<file path="config.mk">
export PLATFORM = sky130hd
export DESIGN_NAME = fas_seq
export DESIGN_NICKNAME = d
export VERILOG_FILES = /design/src/rtl/fas_seq.sv
export SDC_FILE = /design/constraint.sdc
export NUM_CORES = 1
export LEC_CHECK = 0
export CORE_MARGIN = 2
export CORE_UTILIZATION = 50
export CTS_CLUSTER_SIZE = 28
export DETAILED_ROUTE_END_ITERATION = 10
export GPL_TIMING_DRIVEN = 0
export PLACE_DENSITY = 0.88
export SKIP_CTS_REPAIR_TIMING = 1
export SLEW_MARGIN = 30
export SYNTH_ARGS = -nofsm -noshare
export SYNTH_HDL_FRONTEND = slang
export SYNTH_SLANG_ARGS = --single-unit
</file>
<file path="constraint.sdc">
create_clock -name clk -period 10.85 [get_ports clk]
set_input_delay 2.17 -clock clk [delete_from_list [all_inputs] [get_ports clk]]
set_output_delay 2.17 -clock clk [all_outputs]
set_load 0.01 [all_outputs]
</file>
<file path="src/rtl/fas_seq.sv">
// fas_seq: run sequencer for the FIR/FFT (FAS) pipeline.
// Feeds upstream samples into the pipeline and tracks frame completion for each run.
module fas_seq #(
  parameter int unsigned FRAME_LEN = 16,
  parameter int unsigned TIMEOUT   = 255
) (
  input  logic        clk,
  input  logic        rst,
  input  logic        start,
  input  logic        abort,
  input  logic [7:0]  num_frames,
  input  logic        src_valid,
  input  logic [15:0] src_data,
  output logic        src_ready,
  output logic        data_valid,
  output logic [15:0] data,
  input  logic        fir_valid,
  input  logic        fft_valid,
  input  logic        done,
  input  logic [3:0]  freq,
  output logic        busy,
  output logic [7:0]  frames_done,
  output logic [3:0]  freq_out,
  output logic        freq_valid,
  output logic        all_done,
  output logic        err
);

  localparam int unsigned CNT_W  = 8;
  localparam int unsigned DATA_W = 16;
  localparam int unsigned FREQ_W = 4;
  localparam int unsigned FL_W   = (FRAME_LEN > 1) ? $clog2(FRAME_LEN) : 1;
  localparam logic [FL_W-1:0]  FL_LAST = FL_W'(FRAME_LEN - 1);
  localparam logic [CNT_W-1:0] CNT_MAX = '1;
  localparam logic [CNT_W-1:0] TO_LIM  = (TIMEOUT > 255) ? CNT_MAX : CNT_W'(TIMEOUT);

  typedef enum logic [1:0] {
    IDLE   = 2'd0,
    STREAM = 2'd1,
    DRAIN  = 2'd2,
    FINISH = 2'd3
  } state_e;

  state_e state_q, state_d;

  logic [CNT_W-1:0]  num_q, num_d;
  logic [FL_W-1:0]   fir_cnt_q, fir_cnt_d;
  logic [CNT_W-1:0]  fir_frames_q, fir_frames_d;
  logic [CNT_W-1:0]  frames_done_q, frames_done_d;
  logic [CNT_W-1:0]  idle_q, idle_d;
  logic              data_valid_q, data_valid_d;
  logic [DATA_W-1:0] data_q, data_d;
  logic [FREQ_W-1:0] freq_out_q, freq_out_d;
  logic              freq_valid_q, freq_valid_d;
  logic              busy_q, busy_d;
  logic              all_done_q, all_done_d;
  logic              err_q, err_d;

  logic              launch_c;
  logic              run_c;
  logic              accept_c;
  logic              timeout_c;

  function automatic logic [CNT_W-1:0] sat_inc(input logic [CNT_W-1:0] v);
    return (v == CNT_MAX) ? v : v + CNT_W'(1);
  endfunction

  // Abort drops the handshake in the same cycle it is raised.
  assign src_ready = (state_q == STREAM) && !abort;

  assign launch_c = (state_q == IDLE) && start;
  assign run_c    = ((state_q == STREAM) || (state_q == DRAIN)) && !abort;
  assign accept_c = src_valid && src_ready;

  // State register
  always_ff @(posedge clk or negedge rst) begin
    if (!rst) begin
      state_q <= IDLE;
    end else begin
      state_q <= state_d;
    end
  end

  // Next-state; busy/all_done are registered copies of the next state
  always_comb begin
    state_d = state_q;
    unique case (state_q)
      IDLE: begin
        if (start) begin
          state_d = (num_frames == '0) ? FINISH : STREAM;
        end
      end
      STREAM: begin
        if (abort || timeout_c) begin
          state_d = IDLE;
        end else if (fir_frames_d >= num_q) begin
          state_d = (frames_done_d >= num_q) ? FINISH : DRAIN;
        end
      end
      DRAIN: begin
        if (abort || timeout_c) begin
          state_d = IDLE;
        end else if (frames_done_d >= num_q) begin
          state_d = FINISH;
        end
      end
      FINISH: begin
        state_d = IDLE;
      end
      default: begin
        state_d = IDLE;
      end
    endcase
    busy_d     = (state_d != IDLE);
    all_done_d = (state_d == FINISH);
  end

  // Counters, sample path and result capture
  always_comb begin
    num_d         = num_q;
    fir_cnt_d     = fir_cnt_q;
    fir_frames_d  = fir_frames_q;
    frames_done_d = frames_done_q;
    idle_d        = idle_q;
    data_d        = data_q;
    data_valid_d  = accept_c;
    freq_out_d    = freq_out_q;
    freq_valid_d  = 1'b0;
    err_d         = err_q;
    timeout_c     = 1'b0;

    if (accept_c) begin
      data_d = src_data;
    end

    if (launch_c) begin
      num_d         = num_frames;
      fir_cnt_d     = '0;
      fir_frames_d  = '0;
      frames_done_d = '0;
      idle_d        = '0;
      err_d         = 1'b0;
    end else if (run_c) begin
      if (fir_valid) begin
        fir_cnt_d = (fir_cnt_q == FL_LAST) ? '0 : fir_cnt_q + FL_W'(1);
        if (fir_cnt_q == FL_LAST) begin
          fir_frames_d = sat_inc(fir_frames_q);
        end
      end
      if (done) begin
        frames_done_d = sat_inc(frames_done_q);
        freq_out_d    = freq;
        freq_valid_d  = 1'b1;
      end
      // Any pipeline strobe (fft_valid included) counts as activity
      if (fir_valid || done || fft_valid) begin
        idle_d = '0;
      end else begin
        idle_d = sat_inc(idle_q);
      end
      if (idle_d >= TO_LIM) begin
        timeout_c = 1'b1;
        err_d     = 1'b1;
      end
    end
  end

  // Datapath registers
  always_ff @(posedge clk or negedge rst) begin
    if (!rst) begin
      num_q         <= '0;
      fir_cnt_q     <= '0;
      fir_frames_q  <= '0;
      frames_done_q <= '0;
      idle_q        <= '0;
      data_valid_q  <= 1'b0;
      data_q        <= '0;
      freq_out_q    <= '0;
      freq_valid_q  <= 1'b0;
      busy_q        <= 1'b0;
      all_done_q    <= 1'b0;
      err_q         <= 1'b0;
    end else begin
      num_q         <= num_d;
      fir_cnt_q     <= fir_cnt_d;
      fir_frames_q  <= fir_frames_d;
      frames_done_q <= frames_done_d;
      idle_q        <= idle_d;
      data_valid_q  <= data_valid_d;
      data_q        <= data_d;
      freq_out_q    <= freq_out_d;
      freq_valid_q  <= freq_valid_d;
      busy_q        <= busy_d;
      all_done_q    <= all_done_d;
      err_q         <= err_d;
    end
  end

  assign data_valid  = data_valid_q;
  assign data        = data_q;
  assign busy        = busy_q;
  assign frames_done = frames_done_q;
  assign freq_out    = freq_out_q;
  assign freq_valid  = freq_valid_q;
  assign all_done    = all_done_q;
  assign err         = err_q;

endmodule

</file>
==> flow_summary.yaml, run 1 <==
finish:
  fin_util_pct: 65.7
  drive_above_1_share_pct: 8.97
  antenna_cells: 0
  final_cell_mix: "82 x nand2_1, 68 x clkdlybuf4s50_1, 63 x dfrtp_1"
  final_common_cell: "nand2_1"
  area.growth.synth_to_final_pct: 28.2
  final_nets: 513
power_and_ir_drop:
  p_leak_uw: 0.00203
  pwr-share-seq_pct: 39.8
  powerDensity_mw_per_mm2: 191
  sw_frac_of_total_pct: 35.6
  p_clk_share_pct: 20.8
  comb_power_share_pct: 39.4
  power_switching_uw: 300
  power_uw: 842
  ir_drop_mv: 0.120
  p_int_uw: 542
clock_network:
  cts_max_level: 3
  clockBufferDepth: 2
  clkSlewWorstSetupHoldPaths_ns: 0.07
  cts_tree: "done"
  numCtsBuffers: 9
  insertion_delay_ns: 0.34
  clock-root-buffer: "clkbuf_8"
  clock_sinks: 63
timing:
  tightest_slew_ns: 0.596
  finClkSkew_ns: 0.0105
  finalSetupTns_ns: 0
  rsz0062_at_grt: "no"
  final_max_slew_viol_count: 0
  fin_crit_sh_pct: 54.5
  worst_hold_slack_ns: 0.479
  fin_crit_ns: 5.91
  post-route-worst-setup-slack_ns: 4.94
  final-hold-violation-count: 0
  max-slew-margin-rel_pct: 60.1
  max_freq_mhz: 169
  setup_viol: 0
setup_path:
  cp-start-kind: "primary input"
  crit_required_ns: 11.08
  rr_worst_depth: 17
  worstPathArrival_ns: 6.14
  worstSetupPathType: "primary input to flop"
  cp-end-kind: "flop"
  cp_max_fo: 7
logic_synthesis:
  ys_warn_count: 0
  ys_dominant_reg_cell: "dfrtp_1"
  ys_async_sr_fraction_pct: 100
  synth_cell_types: 56
  synth_seq_area_share_pct: 45.8
  synth_seq_cells: 63
  syn_area_per_cell_sq_um: 9.25
  yosysTopAreaCellShare_pct: 45.8
  synth.net_count: 432
  synth_edf_count: 0
  syn_area_sq_mm: 0.00344
  synth_cells: 372
  synth_area_leaders: "dfrtp_1 46%, nand2_1 8.9%, ha_1 8.7%"
  yosys.area.top_type: "dfrtp_1"
worst_hold_path:
  hp-class: "flop to flop"
  min_path_cells: 2
grt:
  track_usage_pct: 24.2
  antenna_found_initial: 0
  gr-total-overflow: 0
  grt_pass1_vias: 3003
  grt_pass1_wl_um: 14100
  grt_max_degree: 35
floorplan:
  ios: 70
  die_height_um: 87.0
  initial_core_util_pct: 51.2
  die_x_um: 87.0
  die_area_sq_mm: 0.00756
  rows: 30
  design.core.area_sq_mm: 0.00672
placed_design:
  hpwl_um: 6400
  post-place-ws_ns: 4.75
  io_buffers: 69
  gp_congestion: 0.916
route:
  drc: 0
  viasPerCell: 5.65
  dr.pass1.iters: 6
  drtAntennaViolNets: 0
  totalWireLength_um: 8640
  vias: 3036
  wl_per_cell_um: 16.1
  drt-initial-drc-count: 188
run_status:
  outcome: "finished clean"
run:
  cap_violations: 0
[routing by layer]
metal	GRT usage (%)	share of wire (%)
met1	30.2	41
met2	38.8	50
met3	8.15	7.0
met4	9.23	1.9
met5	0	0
[power by group through the flow]
stage | Clock [uW] | Combinational (uW) | Sequential, uW
after floorplan | 0 | 148 | 354
after global placement | 0 | 316 | 335
after detailed placement | 0 | 329 | 339
after CTS | 178 | 334 | 335
after global routing | 190 | 370 | 341
final | 175 | 332 | 335
[logic make-up after synthesis]
family                     after synthesis  synth area share, %
xor gates and xnor gates                11                 2.80
muxes                                    7                 2.18
AOI/OAI and AO/OA                       69                 12.9
and+or+nand+nor                        169                 23.8
DFF                                     63                 45.8
buffers and inverters                   29                 3.71
adders and majority gates               24                 8.72
[final timing paths]
kind	from	to	slack [ns]
worst max-delay path	abort	busy	4.94
worst min-delay path	data[9]	data[9]	0.48
worst max register to register	state_q[0]	busy	6.38
worst min register to register	data[9]	data[9]	0.48
max in group asynchronous	rst	state_q[0]	8.57
min in group asynchronous	rst	fir_cnt_q[2]	1.75
[flip-flops by register name, summed over array words and instances, names as in the netlist]
name / flops
num_q: 8
fir_cnt_q: 4
idle_q: 8
fir_frames_q: 8
data: 16
all_done: 1
err: 1
freq_out: 4
frames_done: 8
freq_valid: 1
state_q: 2
busy: 1
data_valid: 1
[stage by stage]
stage,instance area [sq um],cells
floorplan,3440,372
global placement,4230,521
detailed placement,4250,522
CTS,4410,537
global route,4410,537
finish,4410,537
[area by class of cell]
type | instances | area [sq um]
Buffer | 14 | 71.3
Inverter | 15 | 56.3
Clock buffer | 11 | 141
Multi-Input combinational cell | 280 | 1740
Tap cell | 80 | 100
Fill cell | 520 | 2300
Clock inverter | 4 | 22.5
Sequential cell | 63 | 1580
Timing Repair Buffer | 70 | 708
[critical path: stages]
cell and delay [ns]:
clkdlybuf4s50_1 0.47, nor2b_1 0.14, buf_2 0.20, nand2_1 0.13, nor2_1 0.38, nand3_1 0.21, or3_1 0.34, a21oi_1 0.21
ha_1 0.28, a21o_1 0.18, a21o_1 0.18, a221oi_2 0.34, nor4b_1 0.11, a311oi_1 0.42, nand2b_1 0.12, a22o_2 0.27
[cell usage after synthesis (3+ instances only)]
cell type	n
nand2_1	82
dfrtp_1	63
ha_1	24
nor2_1	22
o21ai_0	20
a21oi_1	16
nand3_1	15
inv_1	14
nand4_1	9
xor2_1	9
a31oi_1	7
clkbuf_1	7
a211oi_1	6
and3_1	6
nor3_1	6
mux2_2	4
nand2b_1	4
or3_1	4
a21o_1	3
mux2i_1	3
nor2b_1	3
(Power assumes the default switching activity.)
==> run 2, diff against run 1 <==
CORE_UTILIZATION = 47   (was 50)
PLACE_DENSITY = 0.87   (was 0.88)
clock period = 5.15 ns   (was 10.85 ns; I/O delays follow)
==> run 2 against run 1 <==
First-iteration DRC count is 23% higher; sequential power is 110% higher; final area is 1.2% higher; setup slack worse by 4.5 ns.
==> flow_summary.yaml, run 2 (synthesis gave the netlist of run 1 again) <==
setup_path:
  path_buf_inv: 2
  reg2reg_to: "busy"
  r2r_slack_ns: 0.70
  slowest_delay_ns: 0.47
  cp-startpoint: "abort"
  cp_max_fo: 7
  cp-end-kind: "flop"
  worstPathArrival_ns: 4.96
  worstSetupPathType: "primary input to flop"
  crit_required_ns: 5.38
  cp_slowest_cell: "clkdlybuf4s50_1"
  reg2reg_from: "state_q[0]"
  crit_end: "busy"
  crit_family: "compound AO/OA/AOI/OAI gates"
  path_cells: "clkdlybuf4s50_1, nor2b_1, buf_2, nand2_1, nor2_1, nand3_1, or3_1, a21oi_1, ha_1, a21o_1, a21o_1, a221oi_2, nand2_1, a22o_2, nand2b_1, a22o_2"
  worst-path-stages: 16
  rr_worst_depth: 17
  cp-start-kind: "primary input"
power_and_ir_drop:
  pwr-share-seq_pct: 38.8
  p_int_uw: 1200
  power_switching_uw: 609
  p_clk_share_pct: 23.0
  sw_frac_of_total_pct: 33.6
  p_leak_uw: 0.00205
  comb_power_share_pct: 38.2
  powerDensity_mw_per_mm2: 406
  ir_drop_mv: 0.253
timing:
  finClkSkew_ns: 0.00927
  fin_crit_ns: 4.72
  max_freq_mhz: 212
  setup_viol: 0
  max-slew-margin-rel_pct: 61.7
  worst_hold_slack_ns: 0.473
  final-hold-violation-count: 0
  fin_crit_sh_pct: 91.7
  final_max_slew_viol_count: 0
  rsz0062_at_grt: "no"
  post-route-worst-setup-slack_ns: 0.427
  finalSetupTns_ns: 0
  tightest_slew_ns: 0.572
placed_design:
  gp_congestion: 0.831
  hpwl_um: 6330
  post-place-cells: 541
  io_buffers: 69
  post-place-ws_ns: 0.151
route:
  drt-initial-drc-count: 231
  wl_per_cell_um: 15.2
  drtAntennaViolNets: 0
  vias: 2997
  viasPerCell: 5.41
  totalWireLength_um: 8420
  drc: 0
  dr.pass1.iters: 4
grt:
  antenna_found_initial: 0
  grt_pass1_vias: 2922
  grt_pass1_wl_um: 13300
  grt_max_degree: 50
  gr-total-overflow: 0
  track_usage_pct: 21.6
worst_hold_path:
  hp-class: "flop to flop"
clock_network:
  clockBufferDepth: 2
  cts_tree: "done"
  insertion_delay_ns: 0.34
  clkSlewWorstSetupHoldPaths_ns: 0.06
  cts_max_level: 3
  clock_sinks: 63
  clock-root-buffer: "clkbuf_8"
  numCtsBuffers: 9
floorplan:
  die_x_um: 89.6
  rows: 31
  die_height_um: 89.6
  initial_core_util_pct: 48.0
  die_area_sq_mm: 0.00802
  design.core.area_sq_mm: 0.00718
  ios: 70
finish:
  largest_reg_flops: 16
  fin_cells: 554
  area.growth.synth_to_final_pct: 29.8
  antenna_cells: 0
  final_nets: 513
  final_cell_mix: "82 x nand2_1, 68 x clkdlybuf4s50_1, 63 x dfrtp_1"
  drive_above_1_share_pct: 8.57
  final_common_cell: "nand2_1"
run:
  cap_violations: 0
run_status:
  outcome: "finished clean"
-- run 2: changes by cell type in the layout (fill, tap and decap cells not counted) --
cell,before,now
bufinv_16,0,1
clkinv_2,3,0
clkinvlp_4,1,0
clkbuf_8,10,11
buf_12,1,0
buf_16,0,1
-- run 2: layer usage --
| layer | track usage [%] | wire [um] | share of wire (%) | up-vias |
|---|---|---|---|---|
| met5 | 0 | 0 | 0 | - |
| met4 | 6.78 | 112 | 1.3 | 0 |
| met3 | 6.12 | 298 | 3.5 | 11 |
| met2 | 36.9 | 4380 | 52 | 62 |
| met1 | 26.5 | 3630 | 43 | 1461 |
| li1 | - | - | - | 1463 |
-- run 2: stage by stage --
step	instance area (sq um)	power (uW)	util, %
4_1_cts	4470	1820	62.2
5_1_grt	4470	1930	62.2
3_5_place_dp	4280	1400	59.7
6_report	4470	1810	62.2
2_1_floorplan	3440	1060	-
3_3_place_gp	4260	1360	59.3
-- run 2: power groups by stage --
stage / Combinational [uW] / Clock [uW] / Sequential, uW
6_report: 692 / 417 / 704
5_1_grt: 766 / 447 / 717
4_1_cts: 694 / 423 / 702
3_5_place_dp: 688 / 0 / 710
3_3_place_gp: 660 / 0 / 704
2_1_floorplan: 312 / 0 / 746
-- run 2: worst min-delay path by stage --
| stage | from | end | slack, ns | depth (start not counted) |
|---|---|---|---|---|
| 2_1_floorplan | num_q[0] | num_q[0] | 0.48 | 2 |
| 3_3_place_gp | data[13] | data[13] | 0.46 | 2 |
| 3_5_place_dp | data[15] | data[15] | 0.46 | 2 |
| 4_1_cts | data[15] | data[15] | 0.48 | 2 |
| 5_1_grt | data[2] | data[2] | 0.50 | 2 |
| 6_report | data[15] | data[15] | 0.47 | 2 |
-- run 2: final cells by class --
cell class | count | area, sq um
sequential | 63 | 1580
fill | 589 | 2710
inverter | 15 | 56.3
buffer | 14 | 71.3
clock inverter | 1 | 30.0
timing repair buffer | 70 | 716
multi-input combinational | 280 | 1740
clock buffer | 12 | 155
tap | 99 | 124
-- run 2: worst register-to-register path, cell delays in order (launching register included) --
cell and delay [ns]:
dfrtp_1 0.43, inv_1 0.11, ha_1 0.34, nor2b_1 0.14
buf_2 0.18, nand2_1 0.12, nor2_1 0.35, nand3_1 0.22
or3_1 0.35, a21oi_1 0.24, ha_1 0.30, a21o_1 0.19
a21o_1 0.18, a221oi_2 0.39, nand2_1 0.10, a22o_2 0.28
nand2b_1 0.14, a22o_2 0.26
